===== src/rtl/li_fifo_reader.sv =====
// Adapts a fixed-latency non-showahead FIFO read port to a valid/ready stream with
// credit-based prefetch into a small first-word-fall-through skid buffer.
module li_fifo_reader #(
  parameter int DATA_WIDTH = 32,
  parameter int RD_LATENCY = 2
) (
  input  logic                  clock,
  input  logic                  reset,
  input  logic [DATA_WIDTH-1:0] i_fifo_data,
  input  logic                  i_fifo_empty,
  output logic                  o_fifo_deq,
  output logic [DATA_WIDTH-1:0] o_data,
  output logic                  o_valid,
  input  logic                  i_ready
);

  localparam int BUF_DEPTH = RD_LATENCY + 1;
  localparam int PW        = $clog2(BUF_DEPTH);
  localparam int CW        = $clog2(BUF_DEPTH + 1);

  logic [RD_LATENCY-1:0] vld_q, vld_d;
  logic [DATA_WIDTH-1:0] mem_q [BUF_DEPTH];
  logic [PW-1:0]         wr_ptr_q, wr_ptr_d;
  logic [PW-1:0]         rd_ptr_q, rd_ptr_d;
  logic [CW-1:0]         count_q, count_d;
  logic [CW-1:0]         credit_q, credit_d;
  logic                  capture;
  logic                  pop;

  function automatic logic [PW-1:0] wrap_inc(input logic [PW-1:0] p);
    return (p == PW'(BUF_DEPTH - 1)) ? '0 : p + PW'(1);
  endfunction

  assign capture    = vld_q[RD_LATENCY-1];
  assign o_valid    = (count_q != '0);
  assign o_data     = mem_q[rd_ptr_q];
  assign pop        = o_valid && i_ready;
  // A pop in this cycle frees a slot, so it may fund a read even with zero credit.
  assign o_fifo_deq = reset && !i_fifo_empty && ((credit_q != '0) || pop);

  always_comb begin
    vld_d    = vld_q;
    vld_d[0] = o_fifo_deq;
    for (int i = 1; i < RD_LATENCY; i++) begin
      vld_d[i] = vld_q[i-1];
    end
    wr_ptr_d = capture ? wrap_inc(wr_ptr_q) : wr_ptr_q;
    rd_ptr_d = pop ? wrap_inc(rd_ptr_q) : rd_ptr_q;
    count_d  = count_q;
    if (capture && !pop) begin
      count_d = count_q + CW'(1);
    end else if (pop && !capture) begin
      count_d = count_q - CW'(1);
    end
    credit_d = credit_q;
    if (o_fifo_deq && !pop) begin
      credit_d = credit_q - CW'(1);
    end else if (pop && !o_fifo_deq) begin
      credit_d = credit_q + CW'(1);
    end
  end

  always_ff @(posedge clock) begin
    if (!reset) begin
      vld_q    <= '0;
      wr_ptr_q <= '0;
      rd_ptr_q <= '0;
      count_q  <= '0;
      credit_q <= CW'(BUF_DEPTH);
      for (int i = 0; i < BUF_DEPTH; i++) begin
        mem_q[i] <= '0;
      end
    end else begin
      vld_q    <= vld_d;
      wr_ptr_q <= wr_ptr_d;
      rd_ptr_q <= rd_ptr_d;
      count_q  <= count_d;
      credit_q <= credit_d;
      if (capture) begin
        mem_q[wr_ptr_q] <= i_fifo_data;
      end
    end
  end

  a_no_overflow: assert property (@(posedge clock) disable iff (!reset)
    !(capture && (count_q == CW'(BUF_DEPTH)) && !pop))
    else $error("li_fifo_reader: capture into a full buffer");

endmodule


===== config.mk =====
export PLATFORM = sky130hd
export DESIGN_NAME = li_fifo_reader
export DESIGN_NICKNAME = d
export VERILOG_FILES = /design/src/rtl/li_fifo_reader.sv
export SDC_FILE = /design/constraint.sdc
export NUM_CORES = 1
export LEC_CHECK = 0
export BUFFER_PORTS_ARGS = -buffer_cell sky130_fd_sc_hd__buf_2
export CAP_MARGIN = 20
export CELL_PAD_IN_SITES_DETAIL_PLACEMENT = 1
export CELL_PAD_IN_SITES_GLOBAL_PLACEMENT = 2
export CORE_UTILIZATION = 46
export CTS_CLUSTER_SIZE = 30
export DETAILED_ROUTE_END_ITERATION = 7
export GPL_TIMING_DRIVEN = 0
export PLACE_DENSITY_LB_ADDON = 0.25
export SYNTH_ARGS = -nofsm -noshare
export SYNTH_HDL_FRONTEND = slang
export SYNTH_SLANG_ARGS = --single-unit

===== constraint.sdc =====
create_clock -name clock -period 6.4 [get_ports clock]
set_clock_uncertainty 0.15 [all_clocks]
set_input_delay 0.64 -clock clock [delete_from_list [all_inputs] [get_ports clock]]
set_output_delay 0.64 -clock clock [all_outputs]
set_load 0.05 [all_outputs]

==> summary.txt, run 1 <==
Critical path
  • Crit-path max cell delay: 0.61 ns
  • Crit-path max FO: 10
  • Arr. time, crit path: 2.17 ns
  • Crit-path leading delay family: buffers and inverters
  • Cell-by-cell trace of the critical path: buf_1 -> mux4_2 -> buf_2
  • Worst Path Required: 5.61 ns
  • Critical-path top delay cell: buf_1
  • Crit path launch type: flop
  • CP Class: reg2out
  • Critical path buffers and inverters: 2
  • Worst setup EP type: output port

Detailed routing
  • DR vias: 3096
  • DR pass1 iterations: 4
  • Detailed Route WL: 11.7 mm
  • WL met1: 5.04 mm
  • Residual DRC: 0
  • Antenna-violating nets left: 0
  • Highest Signal Layer: met4
  • Via density: 5.15
  • Met3 WL: 465 µm
  • Met2 wire length: 6.03 mm
  • Wire per inst: 19.5 µm
  • Initial DRC Count: 137

Timing
  • Final clock period utilization by the worst path: 0.462
  • Final setup violation count: 0
  • RSZ-0062 raised after global routing: no
  • Setup TNS: 0 ns
  • Slew of the pin with the lowest slew margin: 0.740 ns
  • Slew Limit Headroom: 0.507
  • Final Hold Viols: 0
  • Final hold slack: 0.273 ns
  • Period minus WS final: 2.96 ns
  • Pins Over Slew Limit: 0
  • Max Fclk: 338 MHz
  • Post-route setup slack: 3.44 ns

Final layout
  • Area growth, synth to finish: 21.4%
  • Layout cells sized above 1: 0.432
  • Filler instances: 1155
  • Final nets: 458
  • ANT cells: 0
  • Final std cells w/o fill: 601
  • Fin util: 0.582

Placement
  • DP Wirelength: 7.60 mm
  • Placement Setup Slack: 3.88 ns
  • Placed Cells: 569
  • Port bufs: 69
  • Routability congestion estimate: 0.681

Power
  • Pwr per Cell Area: 353 nW/µm²
  • Reg power frac: 0.425
  • Clock share of power: 0.390
  • Pint: 1800 µW
  • Combinational fraction of design power: 0.185
  • Static Leak: 0.00264 µW
  • Switch Pwr: 691 µW
  • Worst vdd ir: 0.223 mV
  • Net Sw Frac: 0.277

CTS
  • Cts repair resizes: 0
  • CTS tree: built
  • Clock transition at the registers of the reported paths: 0.06 ns
  • Post-CTS Hold Buffers: 0
  • CTS sink cnt: 140
  • Post-CTS setup buffers: 0
  • Clk Latency, worst-skew pair: 0.42 ns
  • Longest Clk Path Bufs: 2
  • CTS HTree Levels: 4
  • Root buffer cell: clkbuf_16
  • CTS buffer count: 17

Synth
  • Synth area leader: edfxtp_1
  • Most common library cells after synthesis: 128 x edfxtp_1, 69 x and2_1, 32 x mux4_2, 30 x and2_2, 12 x dfxtp_1
  • Synthesized netlist cell count: 328
  • Async S/R FF share, synth: 0
  • Leading cell type by number of instances after synthesis: edfxtp_1
  • Synth Cell Area: 5830 µm²
  • Post-synth top flop: edfxtp_1
  • Library cells used by synthesis: 32
  • #FFs+latches synth: 140
  • Top cells by area, synth: edfxtp_1 66%, mux4_2 12%, and2_1 7.4%
  • Post-synth EDFFs: 128
  • Syn avg cell area: 17.8 µm²
  • Syn_nets: 366
  • Seq/Total Area, Yosys: 0.701
  • Post-synth top area share: 0.660
  • Synth warn: 0

Floorplan
  • Starting density of the core: 0.479
  • IO Pins: 70
  • FP Rows: 40
  • Core area: 12200 µm²
  • Area of the die: 13100 µm²
  • Die width: 115 µm
  • Die Ht: 115 µm

Job
  • Max-cap violation count: 0

Global route
  • Grt ovf: 0
  • Largest net degree at the start of global routing: 25
  • Total Routing Usage GR: 0.198
  • First-pass GRT wire length: 18.4 mm
  • Number of global-route vias before repair: 3318
  • Initial antenna violation count: 0

Min path
  • Class of the worst hold path: in2reg

Outcome
  • Outcome: finished clean
layout make-up:
class                      instances  area, µm²  share of cell area
sequential                       140       4080               0.577
multi-input combinational        170       1680               0.237
timing repair buffer              73        433              0.0612
clock buffer                      17        425              0.0601
tap                              168        210              0.0297
clock inverter                    15        155              0.0219
buffer                            17       87.6              0.0124
inverter                           1       3.75            0.000531
path summary, 6_finish.rpt:
path                                 startpoint      endpoint  slack, ns  depth (start not counted)
worst min register to register         vld_q[0]      vld_q[1]       0.29                          1
worst min-delay path            i_fifo_data[21]  mem_q[3][21]       0.27                          1
worst max register to register      wr_ptr_q[1]   mem_q[2][5]       4.26                          4
worst max-delay path                       flop     o_data[0]       3.44                          3
worst reg2reg max path, stage by stage (launching register included):
cell,delay (ns)
dfxtp_1,0.53
inv_2,0.13
nor3_4,0.30
nand2b_2,0.49
buf_16,0.24
stage by stage:
step                cell area [µm²]  total power [µW]
global route                   7070              2560
CTS                            7070              2510
finish                         7070              2490
detailed placement             6490              1550
global placement               6380              1530
floorplan                      5830              1440
metal layers:
metal	track usage	vias up
met5	0	-
met1	0.253	1587
met3	0.0439	17
met2	0.329	73
met4	0.0805	0
li1	-	1419
power groups by stage:
stage	clock [µW]	sequential (µW)	combinational, µW
detailed placement	0	1080	469
finish	972	1060	461
global route	1010	1070	491
floorplan	0	1070	363
CTS	982	1060	470
global placement	0	1080	455
registers in the layout, summed over array words and instances (netlist names), named ones only:
signal    count
count_q       2
credit_q      2
mem_q       128
rd_ptr_q      2
vld_q         2
wr_ptr_q      2
kinds of logic after synthesis:
kind of cell             synth area share
flip-flops                          0.701
AND/OR/NAND/NOR                     0.138
multiplexers                        0.125
buffers and inverters              0.0157
AO/OA/AOI/OAI                     0.00988
XOR/XNOR                          0.00601
adder cells (fa/ha/maj)           0.00429
cells in the final DEF, fill, tap and decap left out, types with 2 or more instances in the layout:
master and n:
o21ai_0 3, and2_1 69, clkbuf_2 9, edfxtp_1 128, buf_12 3, mux4_2 32, clkinv_2 6, dfxtp_1 12
bufinv_16 3, a21boi_0 2, and2_2 30, nand2b_2 2, buf_1 3, xnor2_1 2, clkbuf_16 17, nor2_1 2
a21oi_1 2, nand2_1 4, clkinvlp_4 2, buf_4 3, xor2_1 2, buf_2 70, or3_1 3, ha_1 2
clkinv_1 3, nor3_4 2
Power figures use the tool's default switching activity.
==> run 2, diff against run 1 <==
ABC_AREA = 1   (was default)
CORE_UTILIZATION = 34   (was 46)
clock period = 2.7 ns   (was 6.4 ns; I/O delays follow)
==> run 2 against run 1 <==
Net effect: synthesized cell count rose by 58%; via count rose by 38%; worst setup slack got worse by 3.2 ns; worst hold slack got worse by 0.22 ns; synthesized area rose by 0.34%; final area rose by 5.4%; sequential cell count did not move; die area rose by 35%; sequential share of layout area fell by 3.0 points; highest routed layer unchanged; utilization fell by 14 points; critical path depth rose by 2; final cell count rose by 46%.
==> summary.txt, run 2 <==
Detailed routing
  • Residual DRC: 0
  • Antenna-violating nets left: 0
  • DR vias: 4273
  • Via density: 4.88
  • Detailed Route WL: 15.8 mm
  • Initial DRC Count: 155
  • DR pass1 iterations: 6
  • Wire per inst: 18.1 µm

CTS
  • Root buffer cell: clkbuf_16
  • CTS sink cnt: 140
  • CTS HTree Levels: 4
  • Longest Clk Path Bufs: 2
  • Clk Latency, worst-skew pair: 0.42 ns
  • Clock transition at the registers of the reported paths: 0.05 ns
  • Post-CTS setup buffers: 0
  • CTS tree: built
  • CTS buffer count: 17

Final layout
  • Area growth, synth to finish: 27.6%
  • ANT cells: 0
  • Commonest non-fill, non-tap cell in the layout: nor2_1
  • Most flops, register: mem_q
  • Final nets: 681
  • Layout cells sized above 1: 0.212
  • Most frequent cells in the layout: 168 x nor2_1, 128 x edfxtp_1, 79 x buf_2
  • Fin util: 0.447
  • Filler instances: 1875
  • Largest register FFs: 128

Floorplan
  • FP Rows: 47
  • Area of the die: 17700 µm²
  • Core area: 16700 µm²
  • Starting density of the core: 0.350
  • Die Ht: 133 µm
  • IO Pins: 70
  • Die width: 133 µm

Timing
  • Slew of the pin with the lowest slew margin: 0.651 ns
  • Final Hold Viols: 0
  • Final clock period utilization by the worst path: 0.906
  • Final hold slack: 0.0483 ns
  • Slew Limit Headroom: 0.565
  • Period minus WS final: 2.45 ns
  • Max Fclk: 409 MHz
  • Final setup violation count: 0
  • Pins Over Slew Limit: 0
  • RSZ-0062 raised after global routing: no

Power
  • Total power after layout: 5900 µW
  • Pwr per Cell Area: 790 nW/µm²
  • Static Leak: 0.00306 µW
  • Worst vdd ir: 0.431 mV

Synth
  • Post-synthesis compound-gate area fraction: 0.0976
  • Adder-cell share of the synthesized area: 0.00428
  • Syn avg cell area: 11.3 µm²
  • Xor and xnor area share after synthesis: 0
  • Synthesized netlist cell count: 518
  • #FFs+latches synth: 140
  • Post-synth top area share: 0.657
  • Simple-gate share of the synthesized area: 0.133
  • Async S/R FF share, synth: 0
  • Post-synth EDFFs: 128
  • Post-synthesis mux area share: 0
  • Seq/Total Area, Yosys: 0.698
  • Post-synth top flop: edfxtp_1
  • Syn_nets: 556
  • Top cells by area, synth: edfxtp_1 66%, nor2_1 11%, o21ai_0 5.4%
  • Library cells used by synthesis: 24
  • Synth area leader: edfxtp_1
  • Synth warn: 0
  • Synth Cell Area: 5850 µm²
  • Largest family of logic cells by synthesized area: simple AND/OR/NAND/NOR gates
  • Most common library cells after synthesis: 168 x nor2_1, 128 x edfxtp_1, 63 x o21ai_0, 42 x inv_1, 32 x o22ai_1
  • Leading cell type by number of instances after synthesis: nor2_1

Critical path
  • Worst setup EP type: output port
  • CP Class: reg2out
  • Critical-path top delay cell: clkbuf_1
  • Crit-path max FO: 10
  • Crit-path max cell delay: 0.42 ns
  • Arr. time, crit path: 2.03 ns
  • Worst Path Required: 2.28 ns
  • Crit path launch type: flop
  • Cell-by-cell trace of the critical path: clkinv_2 -> clkbuf_1 -> o21ai_0 -> o22ai_1 -> buf_2

Outcome
  • Outcome: finished clean

Placement
  • DP Wirelength: 10.0 mm
  • Port bufs: 69
  • Routability congestion estimate: 0.726

Job
  • Max-cap violation count: 0

Global route
  • First-pass GRT wire length: 25.1 mm
  • Total Routing Usage GR: 0.193
  • Largest net degree at the start of global routing: 22
  • Initial antenna violation count: 0
  • Grt ovf: 0
  • Number of global-route vias before repair: 4651

Min path
  • Class of the worst hold path: in2reg
[run 2: changes by cell type after synthesis, moves of 6 or more]
cell and delta:
o22ai_1 +32, nor2_1 +165, nand2_1 +9, clkbuf_2 -9, and2_1 -69, buf_6 +6
buf_2 +9, buf_4 +7, o21ai_0 +59, mux4_2 -32, inv_1 +42, o21ai_1 +6
and2_2 -30
[run 2: through the flow]
stage	setup slack [ns]	setup TNS, ns	cell area [µm²]	instances
2_1_floorplan	0.292	0	5860	518
6_report	0.253	0	7460	876
3_3_place_gp	-0.869	-50.56	6480	807
5_1_grt	0.108	0	7460	876
3_5_place_dp	0.399	0	6620	812
4_1_cts	0.185	0	7460	876
[run 2: where the power goes]
group	leakage (µW)	internal (µW)	switching (µW)
registers	0.00138	2450	35.1
clock network	0.000254	1240	856
logic	0.00142	342	971
[run 2: layout make-up]
type	count	area [µm²]	share of cell area
inverter	48	188	0.0252
buffer	29	204	0.0273
sequential	140	4080	0.548
multi-input combinational	301	1390	0.187
clock buffer	21	440	0.0591
clock inverter	11	77.6	0.0104
tap	220	275	0.0369
timing repair buffer	106	796	0.107
[run 2: worst max-delay path: cells and delay by family, from the launching register on]
kind	cells	cell delay (ns)
buffers and inverters	3	0.83
AOI/OAI and AO/OA	2	0.41
DFF	1	0.37
[run 2: path summary, 6_finish.rpt]
check | from | end | slack (ns) | cells after the start
min | i_fifo_empty | vld_q[0] | 0.05 | 3
max reg2reg | vld_q[1] | mem_q[2][13] | 0.54 | 6
max | flop | o_data[1] | 0.25 | 5
min reg2reg | vld_q[0] | vld_q[1] | 0.27 | 2
[run 2: kinds of logic (layout without fill, tap and decap cells)]
family	count (synthesis)	count (layout)
simple gates	193	193
buf+inv	77	215
fa+ha+maj	2	2
flops	140	140
compound gates	106	106
[run 2: layer usage]
layer,share of wire,up-vias,track usage,wire (µm)
li1,-,2032,-,-
met1,0.43,2136,0.232,6880
met2,0.52,76,0.338,8180
met3,0.030,29,0.0369,471
met4,0.020,0,0.0795,311
met5,0,-,0,0
[run 2: repair_timing]
item	CTS	global route
hold buffers	32	0
endpoints found under the setup margin	0	0
endpoints found under the hold margin	32	0
gates resized for setup	0	0
==> run 3, diff against run 2 <==
--- a/constraint.sdc
+++ b/constraint.sdc
@@ -3,3 +3,3 @@
 set_input_delay 0.27 -clock clock [delete_from_list [all_inputs] [get_ports clock]]
 set_output_delay 0.27 -clock clock [all_outputs]
-set_load 0.05 [all_outputs]
+set_load 0.01 [all_outputs]
==> run 3 against run 2 <==
Net effect: first-iteration DRC count up 71%; global-route usage increased by 0.073 points; maximum frequency up 3.4%; worst hold slack better by 0.037 ns; wire length shrank 0.74%; final cell count stayed put; die area stayed put; register-to-register slack better by 0.10 ns.
==> summary.txt, run 3 (synthesis results as in run 2) <==
Outcome
  • Outcome: finished clean

Final layout
  • Most frequent cells in the layout: 168 x nor2_1, 128 x edfxtp_1, 79 x buf_2
  • ANT cells: 0
  • Post-route cell area: 7520 µm²
  • Final nets: 682
  • Final std cells w/o fill: 876
  • Layout cells sized above 1: 0.210
  • Fin util: 0.450
  • Largest register FFs: 128
  • Commonest non-fill, non-tap cell in the layout: nor2_1
  • Most flops, register: mem_q
  • Area growth, synth to finish: 28.6%

Floorplan
  • Area of the die: 17700 µm²
  • Core area: 16700 µm²
  • FP Rows: 47
  • Starting density of the core: 0.350
  • Die Ht: 133 µm
  • IO Pins: 70
  • Die width: 133 µm

Detailed routing
  • Residual DRC: 0
  • Detailed Route WL: 15.7 mm
  • DR vias: 4242
  • DR pass1 iterations: 4
  • Via density: 4.84
  • Initial DRC Count: 265
  • Antenna-violating nets left: 0
  • Wire per inst: 18.0 µm

Critical path
  • R2R setup slack: 0.64 ns
  • Crit path launch type: flop
  • Worst r2r src: vld_q[1]
  • CP Class: reg2out
  • Arr. time, crit path: 1.95 ns
  • Reg-to-Reg End: mem_q[1][18]
  • Worst r2r path cells: 6
  • Crit-path max FO: 10
  • Worst setup EP type: output port
  • Worst Path Required: 2.28 ns

Global route
  • Total Routing Usage GR: 0.193
  • Initial antenna violation count: 0
  • Grt ovf: 0
  • Number of global-route vias before repair: 4717
  • First-pass GRT wire length: 25.4 mm
  • Largest net degree at the start of global routing: 30

Timing
  • Post-route setup slack: 0.333 ns
  • Final clock period utilization by the worst path: 0.877
  • Final Hold Viols: 0
  • Pins Over Slew Limit: 0
  • RSZ-0062 raised after global routing: no
  • Slew of the pin with the lowest slew margin: 0.569 ns
  • Setup TNS: 0 ns
  • Period minus WS final: 2.37 ns
  • Slew Limit Headroom: 0.620
  • Final setup violation count: 0
  • Max Fclk: 423 MHz

CTS
  • CTS buffer count: 17
  • Root buffer cell: clkbuf_16
  • Clk Latency, worst-skew pair: 0.42 ns
  • Post-CTS Hold Buffers: 33
  • CTS sink cnt: 140
  • CTS HTree Levels: 4
  • Cts repair resizes: 0
  • Clock transition at the registers of the reported paths: 0.06 ns
  • Longest Clk Path Bufs: 2
  • Post-CTS setup buffers: 0
  • CTS tree: built

Placement
  • Placed Cells: 812
  • Placement Setup Slack: 0.604 ns
  • Dpl cell area: 6600 µm²
  • Routability congestion estimate: 0.712
  • Port bufs: 69
  • DP Wirelength: 9.98 mm

Min path
  • Hold_sp: reset
  • Class of the worst hold path: in2reg
  • Hold path depth: 3
  • Worst hold endpoint: credit_q[1]

Power
  • Static Leak: 0.00309 µW
  • Worst vdd ir: 0.471 mV
  • Pwr per Cell Area: 767 nW/µm²

Job
  • Max-cap violation count: 0
[run 3: changes by cell type in the layout (fill, tap and decap cells not counted), sizes merged]
cell | before | now
bufinv | 1 | 4
dlygate4sd3 | 32 | 33
clkbuf | 24 | 23
clkinv | 11 | 9
clkinvlp | 1 | 0
[run 3: worst max-delay path, stage by stage (launching register included)]
cell,delay (ns)
dfxtp_1,0.37
clkinv_2,0.10
clkbuf_1,0.39
o21ai_0,0.18
o22ai_1,0.28
buf_2,0.20
[run 3: worst max-delay path by stage]
stage	from	endpoint	slack, ns	depth (start not counted)
after floorplan	wr_ptr_q[0]	mem_q[3][0]	0.38	2
after CTS	flop	o_data[0]	0.32	5
final	flop	o_data[0]	0.33	5
after detailed placement	reset	mem_q[1][16]	0.60	7
after global routing	flop	o_data[19]	0.23	5
after global placement	wr_ptr_q[0]	mem_q[3][17]	-0.86	2
[run 3: layer usage]
| metal | wire [µm] | part of all wire | global-route usage |
|---|---|---|---|
| met4 | 265 | 0.017 | 0.0720 |
| met3 | 472 | 0.030 | 0.0361 |
| met5 | 0 | 0 | 0 |
| met1 | 7010 | 0.45 | 0.238 |
| met2 | 7980 | 0.51 | 0.338 |
[run 3: cell type report]
| type | instances | area [µm²] |
|---|---|---|
| fill | 1826 | 9180 |
| sequential | 140 | 4080 |
| multi-input combinational | 301 | 1390 |
| timing repair buffer | 107 | 791 |
| clock buffer | 20 | 437 |
| tap | 220 | 275 |
| buffer | 29 | 204 |
| inverter | 48 | 188 |
| clock inverter | 11 | 150 |
[run 3: metrics by stage]
stage	power (µW)	hold WS [ns]
6_report	5760	0.0853
5_1_grt	5970	0.111
4_1_cts	5800	0.0785
3_5_place_dp	3400	0.254
3_3_place_gp	3370	0.244
2_1_floorplan	3030	0.219
[run 3: power by group]
group | switching [µW] | internal (µW) | leakage [µW]
Combinational | 559 | 338 | 0.00142
Clock | 861 | 1520 | 0.000288
Sequential | 35.9 | 2450 | 0.00138
Total | 1460 | 4310 | 0.00309
